**src/rtl/pipe_stage_reg.sv**
```systemverilog
// Elastic multi-slot pipeline register with valid/ready handshake,
// bubble collapse, global stall and flush (start_i low acts as flush).
//
// Ports:
//   clk_i, rst_i (async, active low)
//   start_i, flush_i, stall_i     : run enable, flush, freeze
//   in_valid_i / in_ready_o       : upstream handshake
//   in_ctrl_i, in_data_i          : upstream payload
//   out_valid_o / out_ready_i     : downstream handshake
//   out_ctrl_o, out_data_o        : payload of the output slot
//   count_o                       : number of valid slots
module pipe_stage_reg #(
  parameter int DATA_W = 64,
  parameter int CTRL_W = 9,
  parameter int DEPTH  = 1,
  parameter int CNT_W  = 3
) (
  input  logic              clk_i,
  input  logic              rst_i,
  input  logic              start_i,
  input  logic              flush_i,
  input  logic              stall_i,
  input  logic              in_valid_i,
  output logic              in_ready_o,
  input  logic [CTRL_W-1:0] in_ctrl_i,
  input  logic [DATA_W-1:0] in_data_i,
  output logic              out_valid_o,
  input  logic              out_ready_i,
  output logic [CTRL_W-1:0] out_ctrl_o,
  output logic [DATA_W-1:0] out_data_o,
  output logic [CNT_W-1:0]  count_o
);

  logic [DEPTH-1:0]  v;
  logic [CTRL_W-1:0] ctrl [DEPTH];
  logic [DATA_W-1:0] data [DEPTH];

  logic [DEPTH-1:0]  move;
  logic [DEPTH-1:0]  leave;
  logic [CTRL_W-1:0] src_ctrl [DEPTH];
  logic [DATA_W-1:0] src_data [DEPTH];
  logic              kill;
  logic              rdy;
  logic              acc;
  logic              xfer;

  assign kill = flush_i | ~start_i;

  // Moves are resolved from the output side back to the input so an
  // item can step into a slot that is being vacated in the same cycle.
  always_comb begin
    move  = '0;
    leave = '0;
    rdy   = 1'b0;
    if (!kill && !stall_i) begin
      leave[DEPTH-1] = v[DEPTH-1] & out_ready_i;
      for (int k = DEPTH - 1; k > 0; k--) begin
        move[k]    = v[k-1] & (~v[k] | leave[k]);
        leave[k-1] = move[k];
      end
      rdy = ~v[0] | leave[0];
    end
    move[0] = in_valid_i & rdy;
  end

  always_comb begin
    for (int k = 0; k < DEPTH; k++) begin
      src_ctrl[k] = in_ctrl_i;
      src_data[k] = in_data_i;
    end
    for (int k = 1; k < DEPTH; k++) begin
      src_ctrl[k] = ctrl[k-1];
      src_data[k] = data[k-1];
    end
  end

  assign acc  = move[0];
  assign xfer = leave[DEPTH-1];

  // Emptied slots zero their control field; data is left untouched.
  always_ff @(posedge clk_i or negedge rst_i) begin
    if (!rst_i) begin
      v <= '0;
      for (int k = 0; k < DEPTH; k++) begin
        ctrl[k] <= '0;
        data[k] <= '0;
      end
    end else begin
      for (int k = 0; k < DEPTH; k++) begin
        if (kill) begin
          v[k]    <= 1'b0;
          ctrl[k] <= '0;
        end else if (move[k]) begin
          v[k]    <= 1'b1;
          ctrl[k] <= src_ctrl[k];
          data[k] <= src_data[k];
        end else if (leave[k]) begin
          v[k]    <= 1'b0;
          ctrl[k] <= '0;
        end
      end
    end
  end

  always_ff @(posedge clk_i or negedge rst_i) begin
    if (!rst_i) begin
      count_o <= '0;
    end else if (kill) begin
      count_o <= '0;
    end else begin
      unique case ({acc, xfer})
        2'b10:   count_o <= count_o + 1'b1;
        2'b01:   count_o <= count_o - 1'b1;
        default: count_o <= count_o;
      endcase
    end
  end

  assign in_ready_o  = rdy;
  assign out_valid_o = v[DEPTH-1];
  assign out_ctrl_o  = ctrl[DEPTH-1];
  assign out_data_o  = data[DEPTH-1];

endmodule

```
**config.mk**
```make
export PLATFORM = sky130hd
export DESIGN_NAME = pipe_stage_reg
export DESIGN_NICKNAME = d
export VERILOG_FILES = /design/src/rtl/pipe_stage_reg.sv
export SDC_FILE = /design/constraint.sdc
export NUM_CORES = 1
export LEC_CHECK = 0
export ABC_CLOCK_PERIOD_IN_PS = 4450
export BUFFER_PORTS_ARGS = -buffer_cell sky130_fd_sc_hd__clkbuf_2
export CORE_MARGIN = 4
export CORE_UTILIZATION = 48
export DETAILED_ROUTE_END_ITERATION = 16
export PLACE_DENSITY = 0.92
export REMOVE_ABC_BUFFERS = 1
export SLEW_MARGIN = 20
export SYNTH_ARGS = -nofsm -noshare
export SYNTH_HDL_FRONTEND = slang
export SYNTH_SLANG_ARGS = --single-unit
```
**constraint.sdc**
```tcl
create_clock -name clk_i -period 4.45 [get_ports clk_i]
set_input_delay 0.89 -clock clk_i [delete_from_list [all_inputs] [get_ports clk_i]]
set_output_delay 0.89 -clock clk_i [all_outputs]
set_load 0.02 [all_outputs]
```
==> results by group <==
Global route
  – Initial antenna violation count: 0
  – Gr ovfl total: 0
  – First-pass GRT wire length: 10970 µm
  – Largest net degree at the start of global routing: 58
  – Vias in the first global route: between 2k and 2.5k
  – GRT Total Usage: 18.66%

Cells and area
  – Filler Cell Count: 476
  – Fin area: 0.004070 mm²
  – Layout Cells excl Fill: approximately 430
  – Layout cells sized above 1: 53.95%
  – Fin nets: 430
  – Diode count: 0
  – Area delta synth->final: 33.43%

STA
  – Final period utilization: between 50% and 60%
  – Rel. slew slack: 50.79%
  – Worst Tran Pin Value: between 700 and 800 ps
  – Total Neg Setup Slack: 0 ps
  – Min Tclk post-route: 2583 ps
  – Fmax: about 390 MHz
  – Number of setup violations in the final report: 0
  – Clk_skew: 5.544 ps
  – RSZ-0062 raised after global routing: no
  – Max Slew Vio Count: 0
  – Final hold vios: 0

Floorplan
  – Area of the core: 0.006061 mm²
  – Initial Util: 50.33%
  – DIE WIDTH: 87.72 µm
  – I/O Pins: 158
  – Die area: roughly 0.0077 mm²
  – Site Rows: 28
  – Die Height: approximately 88 µm

Drt
  – DRT Pass-1 Iters: 4
  – Vias/cell: 4.993
  – Drt total wl: 6643 µm
  – # DRC: 0
  – Detailed Route Iter0 Violations: 41
  – Via Count: 2142
  – Routed Antenna Nets: 0
  – Post-DR wirelength/cell: approximately 15 µm

Clock tree
  – CTS Root Buffer Type: clkbuf_8
  – CTS H-tree depth: 3
  – Clock sink count: 77
  – Post_cts resized: 0
  – CTS tree: built
  – Post-CTS Hold Buffers: 0
  – Clock transition at path regs: 70 ps
  – Max clock buf depth: 2
  – TritonCTS buffer count: 9
  – Worst-Skew Late Latency: 330 ps
  – Post-CTS setup buffers: 0

Logic synthesis
  – Synth top area share: between 60% and 70%
  – Library cells used by synthesis: 25
  – Ys async rst share: 100.0%
  – Yosys reg bits: 77
  – Post-synthesis area per instance: 16.23 µm²
  – Top_reg_cell synth: dfrtp_1
  – YS warnings: 0
  – Area leader, netlist: dfrtp_1
  – Register area share after synthesis: 63.17%
  – Most common cell in the netlist: dfrtp_1
  – Cell Area, Synth: 0.003050 mm²
  – Dominant cells by area after synthesis: dfrtp_1, mux2_1, mux2_2
  – Cells after Synth: 188
  – Synth top cells by count: dfrtp_1, mux2_1, mux2_2
  – Number of synthesized flops with an enable pin: 0

Placement
  – Placed Cells: 413
  – Hpwl dp: 5241 µm
  – I/O Buffers: 157
  – RD Place Congestion: 0.7378
  – Post-placement cell area: between 0.003 and 0.004 mm²

Power
  – Pwr Density: 485.9 mW/mm²
  – Leak Pwr: 2.114 nW
  – Maximum vdd ir drop: ~0.00031 V

Worst hold path
  – Worst min path class: input pin to asynchronous set/reset pin

Critical path
  – Reg2reg start: out_valid_o$_DFFE_PN0P_
  – CP Data Arrival Time: between 1500 and 2000 ps
  – Setup CP Type: input pin to primary output
  – Worst Path Required: ~3600 ps
  – CP Capture Type: primary output
  – Crit-path max FO: 7
  – Startpoint Class: input pin
  – Setup crit start: flush_i

Status
  – Outcome: finished, final reports clean

Run
  – Maximum capacitance violations: 0
-- layout by cell type, fill, tap and decap left out, drive strengths merged, types with 2 or more instances in the layout --
| master | n |
|---|---|
| clkbuf | 168 |
| dfrtp | 77 |
| mux2 | 65 |
| a22o | 9 |
| a21oi | 5 |
| buf | 4 |
| o21ai | 3 |
| nand2b | 2 |
| nand3b | 2 |
| nor3 | 2 |
| nand2 | 2 |
| a2111o | 2 |
| bufinv | 2 |
| clkinv | 2 |
-- routing by layer --
layer / wire length, µm / share of wire [%] / GRT usage (%)
met1: 2411 / 36 / 20.91
met4: 99 / 1.5 / 7.392
met5: 0 / 0 / 0
met2: 3533 / 53 / 33.01
met3: 598 / 9.0 / 5.833
-- worst paths after layout --
kind                                               to  slack (ps)  depth (start not counted)
setup / recovery                           in_ready_o        1870                          4
hold / removal                 count_o[0]$_DFFE_PN0P_         420                          1
setup reg to reg               count_o[2]$_DFFE_PN0P_        2540                          6
hold reg to reg            out_data_o[27]$_DFFE_PN0P_         490                          1
max in group asynchronous   out_ctrl_o[7]$_DFFE_PN0P_        3060                          2
min in group clk_i         out_data_o[27]$_DFFE_PN0P_         490                          1
-- through the flow --
step | hold WS, ps | setup slack [ps] | power [mW] | util [%]
4_1_cts | 410.5 | 1864 | 2.011 | 67.16
2_1_floorplan | 594.4 | 307.6 | 1.190 | -
6_report | 419.1 | 1867 | 1.978 | 67.16
5_1_grt | 416.5 | 1792 | 2.092 | 67.16
3_3_place_gp | 466.9 | 1883 | 1.396 | 63.44
3_5_place_dp | 475.5 | 1866 | 1.426 | 63.44
-- power by group --
part	total [mW]	internal, mW	switching [mW]
Clock	0.576	0.345	0.231
Combinational	0.497	0.195	0.302
Sequential	0.905	0.834	0.0703
Total	1.98	1.37	0.603
-- flip-flops by register name, indices dropped and copies added (netlist names) --
| register | flops |
|---|---|
| count_o | 3 |
| out_ctrl_o | 9 |
| out_data_o | 64 |
| out_valid_o | 1 |
-- cell type report --
class | count | area (µm²) | area share, %
timing repair buffer | 160 | 810.8 | 19.92
clock buffer | 12 | 155.1 | 3.812
clock inverter | 4 | 70.07 | 1.721
sequential | 77 | 1927 | 47.34
multi-input combinational | 100 | 1010 | 24.81
tap | 75 | 93.84 | 2.306
inverter | 1 | 3.754 | 0.09222
-- worst max-delay path, stage by stage --
cell	delay, ps
clkbuf_2	80
nand2b_1	260
nor3_1	250
clkbuf_2	210
-- cell families (layout without fill, tap and decap cells) --
family,Yosys count,in the layout,share of synthesized area (%)
AO/OA/AOI/OAI,21,21,5.209
adder cells (fa/ha/maj),1,1,0.6563
buffers and inverters,11,177,3.732
flip-flops,77,77,63.17
multiplexers,65,65,24.00
AND/OR/NAND/NOR,13,13,3.240
Power figures use the tool's default switching activity.
